`config.mk`:
```
export PLATFORM = sky130hd
export DESIGN_NAME = adc_receiver
export DESIGN_NICKNAME = d
export VERILOG_FILES = /design/src/rtl/adc_receiver.sv
export SDC_FILE = /design/constraint.sdc
export NUM_CORES = 1
export LEC_CHECK = 0
export CORE_MARGIN = 10
export CORE_UTILIZATION = 37
export CTS_CLUSTER_DIAMETER = 100
export DETAILED_ROUTE_END_ITERATION = 10
export DONT_BUFFER_PORTS = 1
export PLACE_DENSITY = 0.51
export SLEW_MARGIN = 0
export SYNTH_ARGS = -nofsm -noshare
export SYNTH_HDL_FRONTEND = slang
export SYNTH_SLANG_ARGS = --single-unit
```
`constraint.sdc`:
```
create_clock -name clk -period 24.1 [get_ports clk]
set_input_delay 3.615 -clock clk [delete_from_list [all_inputs] [get_ports clk]]
set_output_delay 3.615 -clock clk [all_outputs]
set_load 0.01 [all_outputs]
```
`src/rtl/adc_receiver.sv`:
```
// ADC return path of the Ising loop.
// Each window of num_acc valid ADC words is reduced to one result. The result is the sum of the
// enabled 16-bit signed lanes over every word in the window, minus an offset, arithmetic-shifted
// right and saturated to NUM_BITS. Configuration arrives over the shared GPIO write bus.
//
// Handshake: there is no back-pressure in either direction. adc_valid qualifies adc_in in the
// cycle it is high; a word with adc_valid=0 is simply not counted. fsm_out_valid is a one-cycle
// pulse qualifying fsm_val_out, and the consumer must take the value in that cycle.
// fsm_val_out keeps the last result between pulses.
module adc_receiver #(
  parameter logic [15:0] ADDR_LANE_MASK = 16'd0,
  parameter logic [15:0] ADDR_NUM_ACC   = 16'd1,
  parameter logic [15:0] ADDR_SHIFT     = 16'd2,
  parameter logic [15:0] ADDR_OFFSET    = 16'd3,
  parameter logic [15:0] ADDR_MODE      = 16'd4,
  parameter int          NUM_BITS       = 8
) (
  input  logic                clk,
  input  logic                rst,
  input  logic [31:0]         gpio_in,
  input  logic [255:0]        adc_in,
  input  logic                adc_valid,
  input  logic                del_trig,
  output logic [NUM_BITS-1:0] fsm_val_out,
  output logic                fsm_out_valid
);

  localparam int SAT_MAX = (1 << (NUM_BITS - 1)) - 1;
  localparam int SAT_MIN = -(1 << (NUM_BITS - 1));

  typedef enum logic [0:0] {
    IDLE  = 1'b0,
    ACCUM = 1'b1
  } state_t;

  // ---------------------------------------------------------------------------------------------
  // GPIO write port
  // ---------------------------------------------------------------------------------------------
  logic        w_s1, w_s2, w_s3;
  logic        w_edge;
  logic [15:0] wr_addr;
  logic [7:0]  wr_data;
  logic        unused_gpio;

  assign wr_addr     = gpio_in[15:0];
  assign wr_data     = gpio_in[23:16];
  assign w_edge      = w_s2 & ~w_s3;
  assign unused_gpio = ^gpio_in[31:25];

  // Bring the asynchronous write strobe into clk domain and keep one extra stage for edge detect.
  always_ff @(posedge clk) begin
    if (rst) begin
      w_s1 <= 1'b0;
      w_s2 <= 1'b0;
      w_s3 <= 1'b0;
    end else begin
      w_s1 <= gpio_in[24];
      w_s2 <= w_s1;
      w_s3 <= w_s2;
    end
  end

  // Live configuration registers; 16-bit ones are loaded as two byte writes, LSB first.
  logic [15:0] lane_mask;
  logic [7:0]  num_acc;
  logic [4:0]  shift;
  logic [15:0] offset;
  logic        mode;
  logic        mask_ptr;
  logic        offset_ptr;

  // Commit one GPIO write per detected strobe edge; the other register's byte pointer restarts.
  always_ff @(posedge clk) begin
    if (rst) begin
      lane_mask  <= 16'hFFFF;
      num_acc    <= 8'd1;
      shift      <= 5'd0;
      offset     <= 16'd0;
      mode       <= 1'b0;
      mask_ptr   <= 1'b0;
      offset_ptr <= 1'b0;
    end else if (w_edge) begin
      case (wr_addr)
        ADDR_LANE_MASK: begin
          if (!mask_ptr) lane_mask[7:0]  <= wr_data;
          else           lane_mask[15:8] <= wr_data;
          mask_ptr   <= ~mask_ptr;
          offset_ptr <= 1'b0;
        end
        ADDR_OFFSET: begin
          if (!offset_ptr) offset[7:0]  <= wr_data;
          else             offset[15:8] <= wr_data;
          offset_ptr <= ~offset_ptr;
          mask_ptr   <= 1'b0;
        end
        ADDR_NUM_ACC: begin
          num_acc    <= wr_data;
          mask_ptr   <= 1'b0;
          offset_ptr <= 1'b0;
        end
        ADDR_SHIFT: begin
          shift      <= wr_data[4:0];
          mask_ptr   <= 1'b0;
          offset_ptr <= 1'b0;
        end
        ADDR_MODE: begin
          mode       <= wr_data[0];
          mask_ptr   <= 1'b0;
          offset_ptr <= 1'b0;
        end
        default: begin
          mask_ptr   <= 1'b0;
          offset_ptr <= 1'b0;
        end
      endcase
    end
  end

  // ---------------------------------------------------------------------------------------------
  // Window control
  // ---------------------------------------------------------------------------------------------
  state_t      state;
  logic [7:0]  cnt;
  logic [15:0] sh_mask;
  logic [7:0]  sh_num_acc;
  logic [4:0]  sh_shift;
  logic [15:0] sh_offset;
  logic [7:0]  num_acc_eff;
  logic        take;
  logic        word_first;
  logic        word_last;

  assign num_acc_eff = (num_acc == 8'd0) ? 8'd1 : num_acc;
  assign take        = (state == ACCUM) && adc_valid;
  assign word_first  = (cnt == 8'd0);
  assign word_last   = (cnt == sh_num_acc - 8'd1);

  // Window FSM: latches the config shadow at window start; free-run re-arms on the last word so
  // back-to-back windows lose no words, triggered mode returns to IDLE and waits for del_trig.
  always_ff @(posedge clk) begin
    if (rst) begin
      state      <= IDLE;
      cnt        <= 8'd0;
      sh_mask    <= 16'hFFFF;
      sh_num_acc <= 8'd1;
      sh_shift   <= 5'd0;
      sh_offset  <= 16'd0;
    end else begin
      case (state)
        IDLE: begin
          if (!mode || del_trig) begin
            state      <= ACCUM;
            cnt        <= 8'd0;
            sh_mask    <= lane_mask;
            sh_num_acc <= num_acc_eff;
            sh_shift   <= shift;
            sh_offset  <= offset;
          end
        end
        ACCUM: begin
          if (adc_valid) begin
            if (word_last) begin
              cnt <= 8'd0;
              if (!mode) begin
                sh_mask    <= lane_mask;
                sh_num_acc <= num_acc_eff;
                sh_shift   <= shift;
                sh_offset  <= offset;
              end else begin
                state <= IDLE;
              end
            end else begin
              cnt <= cnt + 8'd1;
            end
          end
        end
        default: state <= IDLE;
      endcase
    end
  end

  // ---------------------------------------------------------------------------------------------
  // Datapath pipeline
  // ---------------------------------------------------------------------------------------------
  logic [19:0] lane_sum_c;

  // Sum of enabled lanes; 16 x 16b signed needs 20 bits.
  always_comb begin
    lane_sum_c = '0;
    for (int i = 0; i < 16; i++) begin
      if (sh_mask[i]) begin
        lane_sum_c = lane_sum_c + {{4{adc_in[16*i+15]}}, adc_in[16*i +: 16]};
      end
    end
  end

  logic        s1_valid;
  logic        s1_first;
  logic        s1_last;
  logic [19:0] s1_sum;
  logic [15:0] s1_offset;
  logic [4:0]  s1_shift;

  // Stage 1: register the lane sum together with its window position and the window's
  // offset/shift, since the shadow may already belong to the next window by stage 3.
  always_ff @(posedge clk) begin
    if (rst) begin
      s1_valid  <= 1'b0;
      s1_first  <= 1'b0;
      s1_last   <= 1'b0;
      s1_sum    <= '0;
      s1_offset <= '0;
      s1_shift  <= '0;
    end else begin
      s1_valid  <= take;
      s1_first  <= word_first;
      s1_last   <= word_last;
      s1_sum    <= lane_sum_c;
      s1_offset <= sh_offset;
      s1_shift  <= sh_shift;
    end
  end

  logic        s2_valid;
  logic [31:0] acc;
  logic [15:0] s2_offset;
  logic [4:0]  s2_shift;

  // Stage 2: accumulate over the window; s2_valid marks a completed window sum.
  always_ff @(posedge clk) begin
    if (rst) begin
      s2_valid  <= 1'b0;
      acc       <= '0;
      s2_offset <= '0;
      s2_shift  <= '0;
    end else begin
      s2_valid <= s1_valid & s1_last;
      if (s1_valid) begin
        acc       <= s1_first ? {{12{s1_sum[19]}}, s1_sum}
                              : acc + {{12{s1_sum[19]}}, s1_sum};
        s2_offset <= s1_offset;
        s2_shift  <= s1_shift;
      end
    end
  end

  logic signed [31:0] diff_c;
  logic signed [31:0] shifted_c;
  logic [NUM_BITS-1:0] result_c;

  // Offset removal, arithmetic shift and saturation to the signed output range.
  always_comb begin
    diff_c    = $signed(acc - {{16{s2_offset[15]}}, s2_offset});
    shifted_c = diff_c >>> s2_shift;
    if (shifted_c > SAT_MAX)      result_c = SAT_MAX[NUM_BITS-1:0];
    else if (shifted_c < SAT_MIN) result_c = SAT_MIN[NUM_BITS-1:0];
    else                          result_c = shifted_c[NUM_BITS-1:0];
  end

  // Stage 3: registered result and its single-cycle valid pulse.
  always_ff @(posedge clk) begin
    if (rst) begin
      fsm_val_out   <= '0;
      fsm_out_valid <= 1'b0;
    end else begin
      fsm_out_valid <= s2_valid;
      if (s2_valid) fsm_val_out <= result_c;
    end
  end

endmodule
```
; ---- Word-level counts from Yosys, hierarchy flattened
; Cells that the tools add are included.
[classes]
muxes = 51
add_sub_neg = 19
bitwise = 6
n_lt_le_gt_ge = 2
n_eq_ne = 9
shifts = 1
reduce_logical = 15
[op_table]
columns = op, count
row1 = $mux 20, 16
row2 = $add 20x20->20, 15
row3 = $mux 16, 8
row4 = $mux 8, 10
row5 = $pmux 16 s2, 2
row6 = $add 32x32->32, 1
row7 = $eq 16x2->1 const B, 2
row8 = $gt 32x8->1 const B, 1
row9 = $lt 32x8->1 const B, 1
row10 = $mux 32, 1
row11 = $pmux 8 s2, 2
row12 = $sshr 32x5->32, 1
row13 = $sub 32x32->32, 1
row14 = $mux 5, 4
row15 = $eq 16x1->1 const B, 1
row16 = $eq 16x3->1 const B, 1
row17 = $logic_not 16->1, 1
row18 = $logic_not 8->1, 2
row19 = $reduce_and 3->1, 4
row20 = $pmux 5 s2, 1
row21 = $add 8x1->8 const B, 1
row22 = $eq 8x8->1, 1
row23 = $reduce_and 2->1, 4
row24 = $sub 8x1->8 const B, 1
row25 = 10 further kinds, 21
[word_totals]
output_inout_bits = 9
input_bits = 292
register_bits = 212

; ---- Depth between registers and ports, before layout
[depth]
word_depth = 31
ltp_mapped = 111
depth_no_buf = 110

; ---- Worst setup path after synthesis
; No wires, ideal clock.
[synth_path]
path_type = in2reg
start = in adc_in[0]
end = reg s1_sum[19]
setup_time_ns = 0.128
stages = 106
slack_ns = 2.437
t_arrival_ns = 21.535
cell_sequence = and2_4 ha_1 inv_1 fa_1 inv_1 maj3_1 and2_1 o21a_1 o21bai_1 a21boi_0 o21a_1 nor3_1 a21o_1 ha_1 a21oi_1 o21a_1 o21ai_0 xnor2_1 [... 70 more ...] ha_1 o41ai_1 xnor2_1 nand2_1 nand2_1 ha_1 xor2_1 and2_1 a31oi_1 ha_1 a21o_1 a41oi_1 xnor2_1 nand2_1 xnor2_1 xnor3_1 xnor2_1 nor2_1
[synth_via]
elab_chain_cells = 31
[synth_rtl]
columns = item, line
row1 = "start, declared", 21  ; input logic [255:0] adc_in,
row2 = $mux 20 *, 191  ; if (sh_mask[i]) begin
row3 = $add 20x20->20, 192  ; lane_sum_c = lane_sum_c + {{4{adc_in[16*i+15]}}, adc_in[16*i +: 16]};
row4 = $mux 20 *, 191
row5 = $add 20x20->20, 192
row6 = $mux 20 *, 191
row7 = $add 20x20->20, 192
row8 = $mux 20 *, 191
row9 = $add 20x20->20, 192
row10 = [... 15 more ...], --
row11 = $add 20x20->20, 192
row12 = $mux 20 *, 191
row13 = $add 20x20->20, 192
row14 = $mux 20 *, 191
row15 = $add 20x20->20, 192
row16 = $mux 20 *, 191
row17 = $add 20x20->20, 192
row18 = $mux 20 *, 191
row19 = "end signal, assigned", 218  ; s1_sum <= lane_sum_c;
row20 = "end, declared", 200  ; logic [19:0] s1_sum;
; Every way passes the cells marked *; elsewhere a longest branch is shown, timed or not.
; A chain may end at the register's enable or synchronous reset.

; ---- Final worst setup path
; Ends and elaborated chain as after synthesis.

==> flow_summary.ini <==
[status]
status = completed

[synthesis]
synth-edff-count = 0
syn_area_per_cell_um2 = 7.282
synth_seq_cells = 212
ys_warn_count = 0
syn_area_mm2 = 0.03056
synth-async-reset-ratio_pct = 0
synth_cells = 4196
synth_flop_cell = dfxtp_1
synth.distinct_cells = 96
syn-num-nets = 4853
ys_seq_area_share_pct = 13.89

[clocking]
cts_buffer_depth = 3
hold_buffers = 0
h-tree-depth = 1
cts.sinks = 212
clockRootBuffer = clkbuf_16
clk_pin_slew_ns = 0.07
tritoncts = yes
cts_buffers = 25
worstSkewPairLatency_ns = 0.55

[grt]
grt_overflow = 0
antenna_found_initial = 5
grt_max_degree = 211
grt.total_usage_pct = 20.54
grt_pass1_wl_mm = 158.0
grt_pass1_vias = 27570

[sta]
fmax_mhz = 43.82
timing.final.crit_share_pct = 94.70
clock_skew_ns = 0.01712
worst_slew_pin_slew_ns = 0.9790
drv_slew = 0
setup_viol = 0
fin_crit_ns = 22.82
maxSlewHeadroom_pct = 33.88
holdWs_ns = 0.4166
hold_violations = 0

[finish]
seq_area_mm2 = 0.004247
nFillCells = 8695
multiInputGateArea_mm2 = 0.02502
final_cell_mix = nor2_1 (452), nand2_1 (433), ha_1 (346), a21oi_1 (262), inv_1 (219)
syn_to_final_growth_pct = 6.752
drive_above_1_share_pct = 6.568
layout_commonest_cell = nor2_1
stdcell_count = 5183
fin_area_mm2 = 0.03262
finalCoreUtilization_pct = 39.79
fin_nets = 4751

[detailed_routing]
routed_via_density = 5.736
wire_per_inst_um = 19.73
drt-total-wl_mm = 102.3
first_iter_violations = 1761
drt_first_pass_iters = 5
drcViolationCount = 0
antenna_left = 0
via_count = 29730

[placed_design]
port_buffers = 0
placed_area_mm2 = 0.03155
place_inst = 5134
gp_congestion = 0.9025
hpwl_mm = 81.87

[worst_setup_path]
worstSetupPathType = in -> reg
arrival_ns = 23.27
end_kind = flip-flop
crit_path_max_fanout = 5
timing.critical_path.buf_inv = 7
timing.rr.start = sh_mask[0]
required_ns = 24.54
critPathTopFamily = compound AO/OA/AOI/OAI gates
crit_path_frequent_cell = ha_1
max_stage_delay_ns = 0.43
startpoint = adc_in[0]
critPathLaunchType = input port
slowest_stage = or3_1

[worst_hold_path]
hold_path_class = reg -> reg
holdCritStartpoint = s1_last

[floorplanning]
die-area_mm2 = 0.09448
die_h_um = 307.4
floorplan.initialDensity_pct = 37.27
core_area_mm2 = 0.08198
ios = 301
die_x_um = 307.4
rows = 105

[flow_run]
max-cap-violations = 0
## cell families after synthesis
| logic type | Yosys count | share of synthesized area, % |
|---|---|---|
| fa+ha+maj | 367 | 15.43 |
| xor+xnor | 254 | 7.415 |
| compound gates | 1260 | 28.17 |
| buf+inv | 397 | 4.914 |
| mux | 171 | 6.654 |
| flops | 212 | 13.89 |
| simple gates | 1535 | 23.53 |
## worst min-delay path: cells and delay by family (launching register included)
kind          cells  cell delay [ns]
flops             1             0.29
simple gates      2             0.08
## worst paths after layout
kind | end | slack (ns) | depth (start not counted)
max | s1_sum[19] | 1.28 | 105
min | s2_valid | 0.42 | 2
max reg2reg | s1_sum[19] | 3.94 | 105
min reg2reg | s2_valid | 0.42 | 2
## flip-flops by register name, indices dropped and copies added (netlist names), 5 cells and up
register and count:
sh_num_acc 8, s2_offset 16, fsm_val_out 8, s1_offset 16, acc 32, s1_sum 20, sh_shift 5, cnt 8
lane_mask 16, sh_mask 16, offset 16, s2_shift 5, num_acc 8, s1_shift 5, shift 5, sh_offset 16
## Yosys cell counts, drive strengths merged (98+ instances only)
cell    count  area, um^2
nor3      138       695.7
a21oi     266        1331
nand2     434        1629
inv       223       837.1
clkbuf    141       529.3
a21o      105       788.3
o21ai     241        1210
nor2      455        1710
dfxtp     212        4244
ha        348        4354
nand3      98       490.5
xnor2     166        1454
## per-layer routing
metal,track usage [%],up-vias,wire [um]
li1,-,15210,-
met1,27.33,13760,47670
met2,34.50,677,46890
met3,3.828,75,6040
met4,3.381,6,1619
met5,0,-,43
## area by class of cell
type | count | share of cell area [%]
Multi-Input combinational cell | 3587 | 76.69
Clock inverter | 11 | 0.4027
Antenna cell | 2 | 0.01534
Timing Repair Buffer | 43 | 0.9896
Clock buffer | 33 | 2.194
Tap cell | 1070 | 4.104
Inverter | 225 | 2.589
Sequential cell | 212 | 13.02
## repair_timing
item / 4_1_cts / 5_1_grt
resized for setup: 0 / 55
endpoints found under the setup margin: 0 / 2
buffers inserted: 0 / 3
## per-stage QoR
stage / setup TNS, ns / worst slack, ns
final: 0 / 1.278
after global routing: -0.03776 / -0.03776
after CTS: 0 / 0.4937
after detailed placement: -0.006210 / -0.006210
after global placement: 0 / 0.1112
after floorplan: 0 / 2.437
Power is not shown: default switching activity piles up to over one toggle a cycle in this logic, so the estimate is an artifact.
